==> src/rtl/oled_cmd_queue.sv <==
// ---------------------------------------------------------------------------
// oled_cmd_queue
// Buffers display commands from the game logic and hands them one at a time
// to the OLED driver.  A DEPTH-entry FIFO holds {type, charval, row, col, bmp}.
// A small sequencer pops the head while the driver is idle, pulses exactly one
// command strobe, then waits for the driver to go busy and return to idle.
// If the driver never goes busy, the command is treated as done after
// ACK_TIMEOUT cycles.
//
// Ports
//   clk, rst_n                  clock, asynchronous active-low reset
//   cmd_valid, cmd_type,        producer command offer and its operands
//   cmd_charval, cmd_row,       (cmd_type: 0=char, 1=bmp, 2=clear,
//   cmd_col, cmd_bmp            3=reserved, which is silently dropped)
//   cmd_ready                   queue not full
//   drv_ready                   driver idle
//   showchar, showbmp, clear    registered one-cycle strobes to the driver
//   charval, char_row,          operands of the command last popped
//   char_col, bmp
//   count                       number of queued entries
//   overflow                    sticky: a command was offered while full
// ---------------------------------------------------------------------------
module oled_cmd_queue #(
    parameter int DEPTH       = 8,
    parameter int ACK_TIMEOUT = 16
) (
    input  logic                     clk,
    input  logic                     rst_n,
    input  logic                     cmd_valid,
    input  logic [1:0]               cmd_type,
    input  logic [7:0]               cmd_charval,
    input  logic [1:0]               cmd_row,
    input  logic [3:0]               cmd_col,
    input  logic [1:0]               cmd_bmp,
    output logic                     cmd_ready,
    input  logic                     drv_ready,
    output logic                     showchar,
    output logic                     showbmp,
    output logic                     clear,
    output logic [7:0]               charval,
    output logic [1:0]               char_row,
    output logic [3:0]               char_col,
    output logic [1:0]               bmp,
    output logic [$clog2(DEPTH):0]   count,
    output logic                     overflow
);

    localparam int AW = $clog2(DEPTH);
    localparam int CW = AW + 1;
    localparam int TW = (ACK_TIMEOUT < 2) ? 1 : $clog2(ACK_TIMEOUT + 1);
    localparam int EW = 18;

    localparam logic [1:0] ST_IDLE      = 2'd0;
    localparam logic [1:0] ST_ISSUE     = 2'd1;
    localparam logic [1:0] ST_WAIT_BUSY = 2'd2;
    localparam logic [1:0] ST_WAIT_DONE = 2'd3;

    logic [EW-1:0] mem_r [DEPTH];
    logic [CW-1:0] wr_ptr_r;
    logic [CW-1:0] rd_ptr_r;
    logic [CW-1:0] count_s;
    logic          full_s;
    logic          empty_s;
    logic          push_s;
    logic          pop_s;
    logic [EW-1:0] head_s;

    logic [1:0]    state_r;
    logic [1:0]    state_nxt_s;
    logic [TW-1:0] timer_r;
    logic [1:0]    issue_type_r;

    logic          showchar_r;
    logic          showbmp_r;
    logic          clear_r;
    logic [7:0]    charval_r;
    logic [1:0]    char_row_r;
    logic [3:0]    char_col_r;
    logic [1:0]    bmp_r;
    logic          overflow_r;

    // Pointers carry one extra bit so full and empty are distinguishable.
    assign count_s   = wr_ptr_r - rd_ptr_r;
    assign full_s    = (count_s == CW'(DEPTH));
    assign empty_s   = (count_s == CW'(0));
    assign cmd_ready = ~full_s;

    // Reserved commands are consumed (handshake completes) but not stored.
    assign push_s = cmd_valid & ~full_s & (cmd_type != 2'd3);
    assign pop_s  = (state_r == ST_IDLE) & ~empty_s & drv_ready;
    assign head_s = mem_r[rd_ptr_r[AW-1:0]];

    // FIFO storage; contents are don't-care until written, so no reset needed.
    always_ff @(posedge clk) begin
        if (push_s) begin
            mem_r[wr_ptr_r[AW-1:0]] <= {cmd_type, cmd_charval, cmd_row, cmd_col, cmd_bmp};
        end
    end

    // FIFO pointers and the sticky overflow flag.
    always_ff @(posedge clk or negedge rst_n) begin
        if (!rst_n) begin
            wr_ptr_r   <= CW'(0);
            rd_ptr_r   <= CW'(0);
            overflow_r <= 1'b0;
        end else begin
            if (push_s) begin
                wr_ptr_r <= wr_ptr_r + CW'(1);
            end
            if (pop_s) begin
                rd_ptr_r <= rd_ptr_r + CW'(1);
            end
            if (cmd_valid && full_s) begin
                overflow_r <= 1'b1;
            end
        end
    end

    // Sequencer next-state decode.
    always_comb begin
        state_nxt_s = state_r;
        case (state_r)
            ST_IDLE: begin
                if (pop_s) begin
                    state_nxt_s = ST_ISSUE;
                end else begin
                    state_nxt_s = ST_IDLE;
                end
            end
            ST_ISSUE: begin
                state_nxt_s = ST_WAIT_BUSY;
            end
            ST_WAIT_BUSY: begin
                if (!drv_ready) begin
                    state_nxt_s = ST_WAIT_DONE;
                end else if (timer_r == TW'(ACK_TIMEOUT - 1)) begin
                    state_nxt_s = ST_IDLE;
                end else begin
                    state_nxt_s = ST_WAIT_BUSY;
                end
            end
            ST_WAIT_DONE: begin
                if (drv_ready) begin
                    state_nxt_s = ST_IDLE;
                end else begin
                    state_nxt_s = ST_WAIT_DONE;
                end
            end
            default: begin
                state_nxt_s = ST_IDLE;
            end
        endcase
    end

    // Sequencer state and busy-wait timer; the timer counts edges spent in
    // WAIT_BUSY so the stay there lasts exactly ACK_TIMEOUT cycles.
    always_ff @(posedge clk or negedge rst_n) begin
        if (!rst_n) begin
            state_r <= ST_IDLE;
            timer_r <= TW'(0);
        end else begin
            state_r <= state_nxt_s;
            if (state_r == ST_WAIT_BUSY) begin
                timer_r <= timer_r + TW'(1);
            end else begin
                timer_r <= TW'(0);
            end
        end
    end

    // Operand registers load on pop and then hold while the driver works.
    always_ff @(posedge clk or negedge rst_n) begin
        if (!rst_n) begin
            issue_type_r <= 2'd0;
            charval_r    <= 8'd0;
            char_row_r   <= 2'd0;
            char_col_r   <= 4'd0;
            bmp_r        <= 2'd0;
        end else if (pop_s) begin
            {issue_type_r, charval_r, char_row_r, char_col_r, bmp_r} <= head_s;
        end
    end

    // Strobes are registered from the ISSUE state, so they are mutually
    // exclusive and last one cycle.
    always_ff @(posedge clk or negedge rst_n) begin
        if (!rst_n) begin
            showchar_r <= 1'b0;
            showbmp_r  <= 1'b0;
            clear_r    <= 1'b0;
        end else begin
            showchar_r <= (state_r == ST_ISSUE) && (issue_type_r == 2'd0);
            showbmp_r  <= (state_r == ST_ISSUE) && (issue_type_r == 2'd1);
            clear_r    <= (state_r == ST_ISSUE) && (issue_type_r == 2'd2);
        end
    end

    assign showchar = showchar_r;
    assign showbmp  = showbmp_r;
    assign clear    = clear_r;
    assign charval  = charval_r;
    assign char_row = char_row_r;
    assign char_col = char_col_r;
    assign bmp      = bmp_r;
    assign count    = count_s;
    assign overflow = overflow_r;

endmodule

==> config.mk <==
export PLATFORM = sky130hd
export DESIGN_NAME = oled_cmd_queue
export DESIGN_NICKNAME = d
export VERILOG_FILES = /design/src/rtl/oled_cmd_queue.sv
export SDC_FILE = /design/constraint.sdc
export NUM_CORES = 1
export LEC_CHECK = 0
export CAP_MARGIN = 20
export CORE_UTILIZATION = 40
export DETAILED_ROUTE_END_ITERATION = 16
export GPL_ROUTABILITY_DRIVEN = 0
export PLACE_DENSITY = 0.58
export REMOVE_ABC_BUFFERS = 1
export SETUP_SLACK_MARGIN = 0.1
export SLEW_MARGIN = 20
export SYNTH_ARGS = -nofsm -noshare
export SYNTH_HDL_FRONTEND = slang
export SYNTH_SLANG_ARGS = --single-unit
==> constraint.sdc <==
create_clock -name clk -period 10.3 [get_ports clk]
set_input_delay 1.545 -clock clk [delete_from_list [all_inputs] [get_ports clk]]
set_output_delay 1.545 -clock clk [all_outputs]
set_load 0.05 [all_outputs]
==> impl_metrics.ini, run 1 <==
[worst_setup_path]
cp.required_ps = 8760
crit_path_frequent_cell = a21oi_1
critPathArrivalTime_ps = 4480
startpoint = rd_ptr_r[2]
critPathKind = reg -> out
max_stage_delay_ps = 960
reg2regPathDepth = 8
slowest_stage = dfrtp_1
worstPathCellList = clkinv_1 -> ha_1 -> a21oi_1 -> a21oi_1 -> o21ai_2 -> clkdlybuf4s50_1
timing.rr.end = mem_r[3][16]
start_kind = register
crit_path_max_fanout = 21
r2r_slack_ps = 5410
worst_setup_path_end_kind = output pin
r2r_start = rd_ptr_r[2]

[die]
start_util_pct = 41.0
io_pins = 47
die_x_um = 135
rows = 48
dieArea_sq_mm = 0.0182
die_y_um = 135
coreArea_sq_mm = 0.0172

[clocking]
cts_tree = yes
ctsResizeCount = 0
clock_sinks = 181
clk_latency_ps = 430
cts.path.max_buffers = 2
cts_root_buf = clkbuf_16
numCtsBuffers = 17
hold_buffers = 0
post_cts_buffers = 0
h-tree-depth = 4
clkTransAtPathRegs_ps = 60

[power_and_ir_drop]
p_sw_share_pct = 35.1
p_per_area_mw_per_mm2 = 316
p_sw_uw = 930
power_frac_clock_pct = 25.2
internal_power_mw = 1.72
seqPwrFrac_pct = 38.4
ir_drop_mv = 0.210
combPwrFrac_pct = 36.4
leakagePower_nw = 2.86

[route]
vias_per_cell = 5.22
wire_per_inst_um = 20.0
route.detailed.drc = 0
drtPass1Iterations = 4
routed_wl_mm = 13.7
drt_iter0_markers = 241
vias = 3573
postRouteAntennaNets = 0

[logic_synthesis]
synth_seq_cells = 181
synthArstFlopShare_pct = 20.4
syn_area_per_cell_sq_um = 18.2
syn_inst = 387
syn_area_sq_mm = 0.00706
synth_edf_count = 144
ys.flop_type = edfxtp_1
ys_seq_area_share_pct = 74.4
synth_cell_types = 39
yosysWarnings = 0

[sta]
period_share_pct = 58.5
post-route-min-period_ps = 6020
rsz0062_at_grt = false
setup_viol = 0
fin_worst_skew_ps = 23.9
fmax_ghz = 0.166
tightestPinTransition_ps = 967
hold_viol_final = 0
max_slew_margin_pct = 35.3
finalMaxSlewViolations = 0
tns_ps = 0

[finish]
diodes = 0
areaGrowthSynthToFinish_pct = 18.9
final_layout_size_suffix_gt1_share_pct = 19.8
nets = 477
final_cell_mix = edfxtp_1 (144), clkdlybuf4s50_1 (45), nand2_1 (42), mux4_2 (36), dfrtp_1 (36)
final_util_pct = 48.7
final_common_cell = edfxtp_1

[placed_design]
dp_hpwl_mm = 7.81
portBuffers = 46

[global_route]
grt_pass1_vias = 3699
antenna_found_initial = 1
grt_usage_pct = 16.8
grt_overflow = 0
grt_pass1_wl_mm = 21.5
grt_max_degree = 42

[worst_hold_path]
hold_depth = 1
hp-class = reg -> reg
hold_end = timer_r[0]
hp-start = timer_r[0]

[status]
outcome = complete, no violations

[job]
maxCapViolCount = 0
[through the flow]
step	power (mW)	hold WS [ps]	setup WS, ps	std cells	instance area [sq um]
finish	2.65	466	4280	685	8400
floorplan	1.71	433	4520	372	6960
CTS	2.69	464	4170	685	8390
detailed placement	2.02	456	4640	653	7780
global placement	2.00	446	4690	653	7780
global route	2.79	483	3930	685	8400
[cell families (layout without fill, tap and decap cells)]
| group | count (synthesis) | in the layout | synth area share, % |
|---|---|---|---|
| AOI/OAI and AO/OA | 31 | 31 | 3.17 |
| xor gates and xnor gates | 10 | 10 | 1.24 |
| adders and majority gates | 8 | 8 | 1.52 |
| buffers and inverters | 23 | 96 | 1.90 |
| DFF | 181 | 181 | 74.4 |
| muxes | 37 | 37 | 11.6 |
| and+or+nand+nor | 97 | 97 | 6.15 |
[worst max-delay path, delay by kind of cell, from the launching register on]
family                   cells  cell delay [ps]
buffers and inverters        2             1790
adder cells (fa/ha/maj)      1              630
AO/OA/AOI/OAI                3              680
flip-flops                   1              960
[how the worst max path moves through the flow]
| stage | to | cells after the start |
|---|---|---|
| 4_1_cts | cmd_ready | 6 |
| 5_1_grt | cmd_ready | 6 |
| 3_3_place_gp | cmd_ready | 6 |
| 2_1_floorplan | mem_r[1][0] | 8 |
| 6_report | cmd_ready | 6 |
| 3_5_place_dp | cmd_ready | 6 |
[synth_stat cells, types with 2 or more instances]
cell type | instances | area, sq um
clkbuf_1 | 5 | 18.8
inv_1 | 7 | 26.3
xnor2_1 | 6 | 52.6
nor3_1 | 7 | 35.0
o31ai_1 | 2 | 15.0
nor3b_1 | 2 | 15.0
buf_2 | 2 | 10.0
edfxtp_1 | 144 | 4320
dfrtp_1 | 37 | 926
buf_6 | 4 | 45.0
o21ai_2 | 2 | 17.5
ha_1 | 7 | 87.6
buf_4 | 4 | 30.0
xor2_1 | 4 | 35.0
a31oi_2 | 2 | 25.0
nor2_2 | 2 | 12.5
mux4_2 | 36 | 811
a21oi_1 | 4 | 20.0
nand2b_1 | 4 | 25.0
nand3_1 | 5 | 25.0
nand2_1 | 42 | 158
nor2_1 | 27 | 101
a31oi_1 | 16 | 100
[flip-flops by register name, summed over array words and instances, names as in the netlist]
signal,cells
bmp,2
showbmp,1
char_col,4
mem_r,144
timer_r,5
wr_ptr_r,4
charval,8
issue_type_r,2
rd_ptr_r,4
showchar,1
char_row,2
overflow,1
state_r,2
clear,1
[layer usage]
layer	track usage, %	wire length [um]
met1	21.8	6150
met2	27.2	6780
met3	4.47	531
met4	6.18	226
met5	0	13
[final cells by class]
cell class | count | area, sq um
inverters | 8 | 30.0
multi-input cells | 183 | 1690
repair buffers | 56 | 533
well taps | 225 | 282
clock inverters | 9 | 154
flip-flops and latches | 181 | 5250
fillers | 1431 | 8840
clock buffers | 23 | 458
[power groups by stage]
| stage | Sequential [mW] | Combinational (mW) | Clock (mW) |
|---|---|---|---|
| after CTS | 1.02 | 0.985 | 0.684 |
| final | 1.02 | 0.965 | 0.667 |
| after detailed placement | 1.04 | 0.983 | 0 |
| after global placement | 1.03 | 0.974 | 0 |
| after global routing | 1.04 | 1.04 | 0.707 |
| after floorplan | 1.18 | 0.529 | 0 |
(Power assumes the default switching activity.)
==> run 2: changes to the inputs <==
==> constraint.sdc (replaced) <==
create_clock -name clk -period 5.76 [get_ports clk]
set_input_delay 0.864 -clock clk [delete_from_list [all_inputs] [get_ports clk]]
set_output_delay 0.864 -clock clk [all_outputs]
set_load 0.05 [all_outputs]
==> impl_metrics.ini, run 2 (synthesis results as in run 1) <==
[die]
coreArea_sq_mm = 0.0172
io_pins = 47
dieArea_sq_mm = 0.0182
die_y_um = 135
die_x_um = 135
start_util_pct = 41.0
rows = 48

[placed_design]
portBuffers = 46
dpl_cell_area_sq_mm = 0.00779
dp_hpwl_mm = 8.25

[global_route]
grt_max_degree = 42
grt_overflow = 0
antenna_found_initial = 1
grt_usage_pct = 16.8
grt_pass1_vias = 3840
grt_pass1_wl_mm = 22.0

[worst_hold_path]
hp-class = reg -> reg
hp-start = timer_r[0]

[finish]
multiInputGateArea_sq_mm = 0.00169
nets = 478
seq_area_sq_mm = 0.00525
fillers = 1457
final_common_cell = edfxtp_1
final_cell_mix = edfxtp_1 (144), clkdlybuf4s50_1 (45), nand2_1 (42), mux4_2 (36), dfrtp_1 (36)
fin_area_sq_mm = 0.00836
areaGrowthSynthToFinish_pct = 18.4
largest_register_ffs = 144
final_layout_size_suffix_gt1_share_pct = 19.7
diodes = 0

[route]
drt-met1-wl_mm = 6.27
postRouteAntennaNets = 0
wire_per_inst_um = 20.3
met2_wirelength_mm = 7.04
highest_layer = met5
vias_per_cell = 5.21
drtPass1Iterations = 4
vias = 3571
drt_iter0_markers = 210
wl_met3_um = 383
routed_wl_mm = 13.9
route.detailed.drc = 0

[sta]
setup_viol = 0
fin_hold_ws_ps = 467
fin_worst_skew_ps = 8.53
tns_ps = 0
period_share_pct = 76.0
rsz0062_at_grt = false
max_slew_margin_pct = 34.6
hold_viol_final = 0
finalMaxSlewViolations = 0
tightestPinTransition_ps = 980
fmax_ghz = 0.228
post-route-min-period_ps = 4380

[power_and_ir_drop]
leakagePower_nw = 2.85
p_per_area_mw_per_mm2 = 560
ir_drop_mv = 0.326

[status]
outcome = complete, no violations

[clocking]
clk_latency_ps = 420
numCtsBuffers = 17
post_cts_buffers = 0
clkTransAtPathRegs_ps = 60
hold_buffers = 0
cts_tree = yes
clock_sinks = 181
ctsResizeCount = 0
cts_root_buf = clkbuf_16
h-tree-depth = 4
cts.path.max_buffers = 2

[worst_setup_path]
startpoint = rd_ptr_r[2]
crit_path_max_fanout = 19
r2r_start = rd_ptr_r[2]
start_kind = register
cp.required_ps = 4900
critPathArrivalTime_ps = 3510
critPathKind = reg -> out
worst_setup_path_end_kind = output pin

[job]
maxCapViolCount = 0
==> run 2: cell types whose count changed in the layout (fill, tap and decap cells not counted) <==
cell,previous run,this run
clkinv_1,1,6
clkbuf_1,5,1
clkinv_2,2,5
buf_2,0,1
bufinv_16,4,3
clkbuf_8,1,0
clkinv_4,1,0
clkinvlp_4,2,1
==> run 2: area by class of cell <==
class | instances | area share [%]
Clock buffer | 18 | 5.13
Clock inverter | 14 | 1.69
Inverter | 8 | 0.359
Multi-Input combinational cell | 183 | 20.2
Sequential cell | 181 | 62.8
Tap cell | 225 | 3.37
Timing Repair Buffer | 57 | 6.44
==> run 2: worst paths after layout <==
kind | endpoint | slack, ps | depth (start not counted)
worst max-delay path | cmd_ready | 1380 | 6
worst min-delay path | timer_r[0] | 470 | 1
worst max register to register | mem_r[7][10] | 1890 | 8
worst min register to register | timer_r[0] | 470 | 1
max in group asynchronous | rd_ptr_r[0] | 4490 | 1
min in group asynchronous | timer_r[3] | 600 | 1
==> run 2: through the flow <==
stage,std cells,util (%),power (mW),worst slack [ps]
2_1_floorplan,372,-,3.05,-19.3
5_1_grt,686,48.5,4.92,1150
3_3_place_gp,654,45.2,3.59,1770
3_5_place_dp,654,45.2,3.62,1730
4_1_cts,686,48.5,4.75,1280
6_report,686,48.5,4.68,1380
==> run 2: worst max-delay path: stages (launching register included) <==
cell             delay [ps]
dfrtp_1                 360
clkinv_1                600
ha_1                    600
a21oi_1                 220
a21oi_1                 160
o21ai_2                 290
clkdlybuf4s50_1         860
==> run 2: power breakdown <==
part	internal (mW)	switching [mW]	leakage [nW]	total, mW
registers	1.67	0.127	1.74	1.79
logic	0.678	1.09	0.833	1.76
clock network	0.670	0.456	0.281	1.13
==> run 2: metal layers <==
layer	vias to the layer above	global-route usage [%]
li1	1617	-
met4	2	5.74
met5	-	0
met1	1881	21.9
met3	16	3.34
met2	55	28.2
